### src/rtl/tsi_pkg.sv
// Shared definitions for the serial TSI responder: command codes, link word
// width and the responder's packet-parsing state set.
package tsi_pkg;

    localparam int TSI_W = 32;

    localparam logic [TSI_W-1:0] TSI_CMD_READ  = 32'd0;
    localparam logic [TSI_W-1:0] TSI_CMD_WRITE = 32'd1;

    typedef enum logic [3:0] {
        ST_CMD,
        ST_ADDR_LO,
        ST_ADDR_HI,
        ST_LEN_LO,
        ST_LEN_HI,
        ST_WDATA,
        ST_WREQ,
        ST_WACK,
        ST_RREQ,
        ST_RRESP,
        ST_RSEND
    } tsi_resp_state_e;

    // States in which a host word is consumed from serial_in.
    function automatic logic accepts_serial_in(input tsi_resp_state_e s);
        return s inside {ST_CMD, ST_ADDR_LO, ST_ADDR_HI, ST_LEN_LO, ST_LEN_HI, ST_WDATA};
    endfunction

    // States in which a memory response is expected.
    function automatic logic expects_mem_resp(input tsi_resp_state_e s);
        return s inside {ST_WACK, ST_RRESP};
    endfunction

endpackage

### src/rtl/tsi_serial_responder.sv
// Target-side TSI endpoint: parses host packets (cmd, addr lo/hi, len lo/hi,
// write data) from serial_in and executes them one word at a time on a
// req/resp memory port; read data goes back to the host on serial_out.
// Only one memory request is ever outstanding.
module tsi_serial_responder
    import tsi_pkg::*;
#(
    parameter int ADDR_BITS = 32,
    parameter int LEN_BITS  = 32
) (
    input  logic                 clock,
    input  logic                 reset,

    input  logic                 serial_in_valid,
    output logic                 serial_in_ready,
    input  logic [TSI_W-1:0]     serial_in_bits,

    output logic                 serial_out_valid,
    input  logic                 serial_out_ready,
    output logic [TSI_W-1:0]     serial_out_bits,

    output logic                 mem_req_valid,
    input  logic                 mem_req_ready,
    output logic                 mem_req_write,
    output logic [ADDR_BITS-1:0] mem_req_addr,
    output logic [TSI_W-1:0]     mem_req_wdata,

    input  logic                 mem_resp_valid,
    input  logic [TSI_W-1:0]     mem_resp_data,

    output logic                 error
);

    tsi_resp_state_e      state_q, state_d;
    logic                 cmd_write_q, cmd_write_d;
    logic [ADDR_BITS-1:0] addr_q, addr_d;
    logic [LEN_BITS-1:0]  len_q, len_d;
    logic [TSI_W-1:0]     data_q, data_d;
    logic                 error_q, error_d;

    logic                 in_fire;
    logic [31:0]          addr_lo32;

    // Ready is withheld while reset is held so no word is taken during reset.
    assign serial_in_ready  = reset && accepts_serial_in(state_q);
    assign serial_out_valid = (state_q == ST_RSEND);
    assign serial_out_bits  = data_q;
    assign mem_req_valid    = (state_q == ST_WREQ) || (state_q == ST_RREQ);
    assign mem_req_write    = (state_q == ST_WREQ);
    assign mem_req_addr     = addr_q;
    assign mem_req_wdata    = data_q;
    assign error            = error_q;

    assign in_fire   = serial_in_valid && serial_in_ready;
    assign addr_lo32 = 32'(addr_q);

    // State and datapath registers; reset abandons any packet in flight.
    always_ff @(posedge clock or negedge reset) begin
        if (!reset) begin
            state_q     <= ST_CMD;
            cmd_write_q <= 1'b0;
            addr_q      <= '0;
            len_q       <= '0;
            data_q      <= '0;
            error_q     <= 1'b0;
        end else begin
            // NOTE: non-blocking so every register samples pre-edge values.
            state_q     <= state_d;
            cmd_write_q <= cmd_write_d;
            addr_q      <= addr_d;
            len_q       <= len_d;
            data_q      <= data_d;
            error_q     <= error_d;
        end
    end

    // Packet parser and per-word transaction sequencing.
    always_comb begin
        // NOTE: hold-current defaults first, so no path can infer a latch.
        state_d     = state_q;
        cmd_write_d = cmd_write_q;
        addr_d      = addr_q;
        len_d       = len_q;
        data_d      = data_q;
        error_d     = error_q;

        if (mem_resp_valid && !expects_mem_resp(state_q)) begin
            error_d = 1'b1;
        end

        unique case (state_q)
            ST_CMD: begin
                if (in_fire) begin
                    if (serial_in_bits == TSI_CMD_READ) begin
                        cmd_write_d = 1'b0;
                        state_d     = ST_ADDR_LO;
                    end else if (serial_in_bits == TSI_CMD_WRITE) begin
                        cmd_write_d = 1'b1;
                        state_d     = ST_ADDR_LO;
                    end else begin
                        error_d = 1'b1;
                    end
                end
            end
            ST_ADDR_LO: begin
                if (in_fire) begin
                    addr_d  = ADDR_BITS'(serial_in_bits);
                    state_d = ST_ADDR_HI;
                end
            end
            ST_ADDR_HI: begin
                if (in_fire) begin
                    addr_d  = ADDR_BITS'({serial_in_bits, addr_lo32});
                    state_d = ST_LEN_LO;
                end
            end
            ST_LEN_LO: begin
                if (in_fire) begin
                    len_d   = LEN_BITS'(serial_in_bits);
                    state_d = ST_LEN_HI;
                end
            end
            ST_LEN_HI: begin
                if (in_fire) begin
                    state_d = cmd_write_q ? ST_WDATA : ST_RREQ;
                end
            end
            ST_WDATA: begin
                if (in_fire) begin
                    data_d  = serial_in_bits;
                    state_d = ST_WREQ;
                end
            end
            ST_WREQ: begin
                if (mem_req_ready) state_d = ST_WACK;
            end
            ST_WACK: begin
                if (mem_resp_valid) begin
                    if (len_q == '0) begin
                        state_d = ST_CMD;
                    end else begin
                        len_d   = len_q - LEN_BITS'(1);
                        addr_d  = addr_q + ADDR_BITS'(4);
                        state_d = ST_WDATA;
                    end
                end
            end
            ST_RREQ: begin
                if (mem_req_ready) state_d = ST_RRESP;
            end
            ST_RRESP: begin
                if (mem_resp_valid) begin
                    data_d  = mem_resp_data;
                    state_d = ST_RSEND;
                end
            end
            ST_RSEND: begin
                if (serial_out_ready) begin
                    if (len_q == '0) begin
                        state_d = ST_CMD;
                    end else begin
                        len_d   = len_q - LEN_BITS'(1);
                        addr_d  = addr_q + ADDR_BITS'(4);
                        state_d = ST_RREQ;
                    end
                end
            end
            default: state_d = ST_CMD;
        endcase
    end

endmodule

### config.mk
export PLATFORM = sky130hd
export DESIGN_NAME = tsi_serial_responder
export DESIGN_NICKNAME = d
export VERILOG_FILES = /design/src/rtl/tsi_pkg.sv /design/src/rtl/tsi_serial_responder.sv
export SDC_FILE = /design/constraint.sdc
export NUM_CORES = 1
export LEC_CHECK = 0
export CORE_UTILIZATION = 45
export CTS_CLUSTER_SIZE = 24
export DETAILED_ROUTE_END_ITERATION = 6
export PLACE_DENSITY_LB_ADDON = 0.3
export SLEW_MARGIN = 15
export SYNTH_ARGS = -nofsm -noshare
export SYNTH_HDL_FRONTEND = slang
export SYNTH_SLANG_ARGS = --single-unit
### constraint.sdc
create_clock -name clock -period 6.1 [get_ports clock]
set_input_delay 0.61 -clock clock [delete_from_list [all_inputs] [get_ports clock]]
set_output_delay 0.61 -clock clock [all_outputs]
set_load 0.03 [all_outputs]
==> results.toml <==
[outcome]
outcome = "finished, final reports clean"

[pwr]
ir_worst_vdd_mv = 0.166
comb_power_share = 0.266
intPower_mw = 1.23
powerDensity_nw_per_um2 = 221
switching_power_uw = 635
clkPwrFrac = 0.302
p_sw_frac = 0.340
leakage_nw = 3.18
seq_power_share = 0.433

[synth]
ys_warn_count = 0
synth_seq_area_share = 0.386
synth_area_sq_um = 6610
synth_area_per_cell_sq_um = 8.73
ys_async_sr_fraction = 1.00
synthesis.nets = 830
synth_edf_count = 0
synthFlopType = "dfrtp_1"
synth.distinct_cells = 69
ys_seq_elements = 102
netlist_instances = 757

[cts]
cts_buffers = 9
clk_pin_slew_ns = 0.07
htree_levels = 3
postCtsSetupRepairBufs = 0
cts_buffer_depth = 2
cts_tree = "built"
cts_sinks = 102
root_buffer = "clkbuf_16"
cts_hold_buf = 0
clkLatencyLatePin_ns = 0.36
post_cts_resized = 0

[detailed_routing]
wl_met1_microns = 9380
dr.first_iter.drc_count = 697
vias = 6703
wire_per_inst_microns = 21.2
wl_met3_microns = 2340
ant_nets = 0
dr.pass1.iters = 5
viasPerCell = 6.41
route.detailed.drc = 0
top_layer = "met4"
wirelength_microns = 22200
wl_met2_microns = 9960

[floorplan]
die_w_microns = 123
core.rowCount = 43
initial_core_util = 0.469
die-area_sq_um = 15200
core_area_sq_um = 14100
fp.dieH_microns = 123
ios = 171

[placement]
gp_congestion = 0.924
place_ws_ns = 2.30
post-dp-hpwl_microns = 15800
port_buffers = 170

[critical_path]
critPathLaunchType = "register"
crit_path_end_kind = "register"
critPathRequiredTime_ns = 6.31
critPathMaxFanout = 88
r2r-end = "len_q[7]"
rr_worst_depth = 6
rrSetupSlack_ns = 2.48
r2r-start = "state_q[0]"
crit_type = "register to register"
worstPathArrival_ns = 3.83

[timing]
fin_ws_ns = 2.48
fin_tns_setup_ns = 0
fmax_mhz = 277
holdWs_ns = 0.320
period_share = 0.593
hold_viol = 0
final.min_clock_period_ns = 3.62
finalSetupViolCount = 0
slew_viol_final = 0
rsz0062_at_grt = "no"
relSlewSlack = 0.399
tightest_slew_ns = 0.894
finClkSkew_ns = 0.00816

[global_route]
grt_pass1_wl_microns = 33500
grt_antenna_before_repair = 0
grt_max_degree = 89
grt_pass1_vias = 6096
grt.total_usage = 0.292
grt_overflow = 0

[flow_run]
drv_cap = 0

[layout]
layout_common_cells = "clkdlybuf4s50_1, dfrtp_1, a21oi_1, nor2_1, nand2_1"
final_common_cell = "clkdlybuf4s50_1"
drive_gt1_frac = 0.0705
antenna_cells = 0
finalNetCount = 933
syn2layout_area_growth_pct = 27.9
filler_cell_count = 1206
final_util = 0.600

[min_path]
worstHoldPathType = "primary input to async pin"
==> worst max path at each step <==
| stage | startpoint | to | slack (ns) | cells after the start |
|---|---|---|---|---|
| CTS | state_q[0] | mem_req_addr[17] | 2.57 | 7 |
| detailed placement | reset | mem_req_addr[9] | 2.30 | 6 |
| finish | state_q[0] | len_q[7] | 2.48 | 6 |
| floorplan | mem_req_addr[2] | mem_req_addr[30] | 3.89 | 6 |
| global placement | reset | mem_req_addr[9] | 2.42 | 6 |
| global route | state_q[0] | mem_req_addr[15] | 2.29 | 7 |
==> worst max-delay path, cell delays in order (launching register included) <==
cell and delay (ns):
dfrtp_1 0.61, nor3b_1 0.54, o21a_2 0.19, buf_4 0.65, nand4_2 0.58, nand2_1 0.67
o21ai_0 0.18
==> metrics by stage <==
| stage | power [mW] | instances | instance area [sq um] |
|---|---|---|---|
| after floorplan | 1.07 | 757 | 6610 |
| after global routing | 1.93 | 1045 | 8460 |
| after detailed placement | 1.32 | 1029 | 8170 |
| final | 1.87 | 1045 | 8460 |
| after CTS | 1.87 | 1045 | 8450 |
| after global placement | 1.31 | 1029 | 8170 |
==> sequential cells by signal, indices dropped and copies added, names as in the netlist <==
signal and flops:
error 1, mem_req_addr 32, len_q 32, mem_req_wdata 32, state_q 4, cmd_write_q 1
==> power by group through the flow <==
stage	Sequential (mW)	Clock, mW	Combinational (mW)
detailed placement	0.820	0	0.497
CTS	0.807	0.570	0.498
global route	0.815	0.595	0.524
finish	0.808	0.563	0.496
global placement	0.817	0	0.493
floorplan	0.906	0	0.164
==> final cells by class <==
| class | count | area (sq um) | area share |
|---|---|---|---|
| clock inverters | 7 | 57.6 | 0.00681 |
| multi-input cells | 560 | 3600 | 0.426 |
| flip-flops and latches | 102 | 2550 | 0.302 |
| inverters | 8 | 30.0 | 0.00355 |
| well taps | 180 | 225 | 0.0266 |
| repair buffers | 179 | 1770 | 0.209 |
| clock buffers | 9 | 225 | 0.0266 |
==> logic make-up (layout without fill, tap and decap cells) <==
logic type                 after synthesis  count (layout)  synth area share
DFF                                    102             102             0.386
buffers and inverters                   95             203            0.0753
adders and majority gates                3               3           0.00568
AOI/OAI and AO/OA                      257             257             0.254
and+or+nand+nor                        263             263             0.222
muxes                                   37              37            0.0566
==> metal layers <==
layer | GRT usage | vias to the layer above
li1 | - | 3069
met1 | 0.408 | 3216
met2 | 0.440 | 382
met3 | 0.0729 | 36
met4 | 0.0986 | 0
met5 | 0 | -
==> Yosys cell counts, types with 6 or more instances <==
master | count | area share
nor2_1 | 63 | 0.036
nand4_1 | 14 | 0.013
and3_1 | 7 | 0.0066
dfrtp_1 | 102 | 0.39
buf_4 | 33 | 0.037
o2bb2ai_1 | 10 | 0.013
buf_2 | 14 | 0.011
a21oi_1 | 74 | 0.056
mux2i_1 | 34 | 0.051
o22ai_1 | 13 | 0.012
o31ai_1 | 14 | 0.016
clkbuf_1 | 33 | 0.019
a31oi_1 | 29 | 0.027
a31o_2 | 6 | 0.0079
nor4_1 | 11 | 0.010
inv_1 | 8 | 0.0045
o21ai_0 | 38 | 0.029
or3_1 | 6 | 0.0057
nor3_1 | 35 | 0.027
buf_1 | 7 | 0.0040
and2_1 | 6 | 0.0057
a2bb2oi_1 | 18 | 0.024
nand3_1 | 34 | 0.026
nand2_1 | 40 | 0.023
Note: power is estimated with default switching activity, not from simulation.
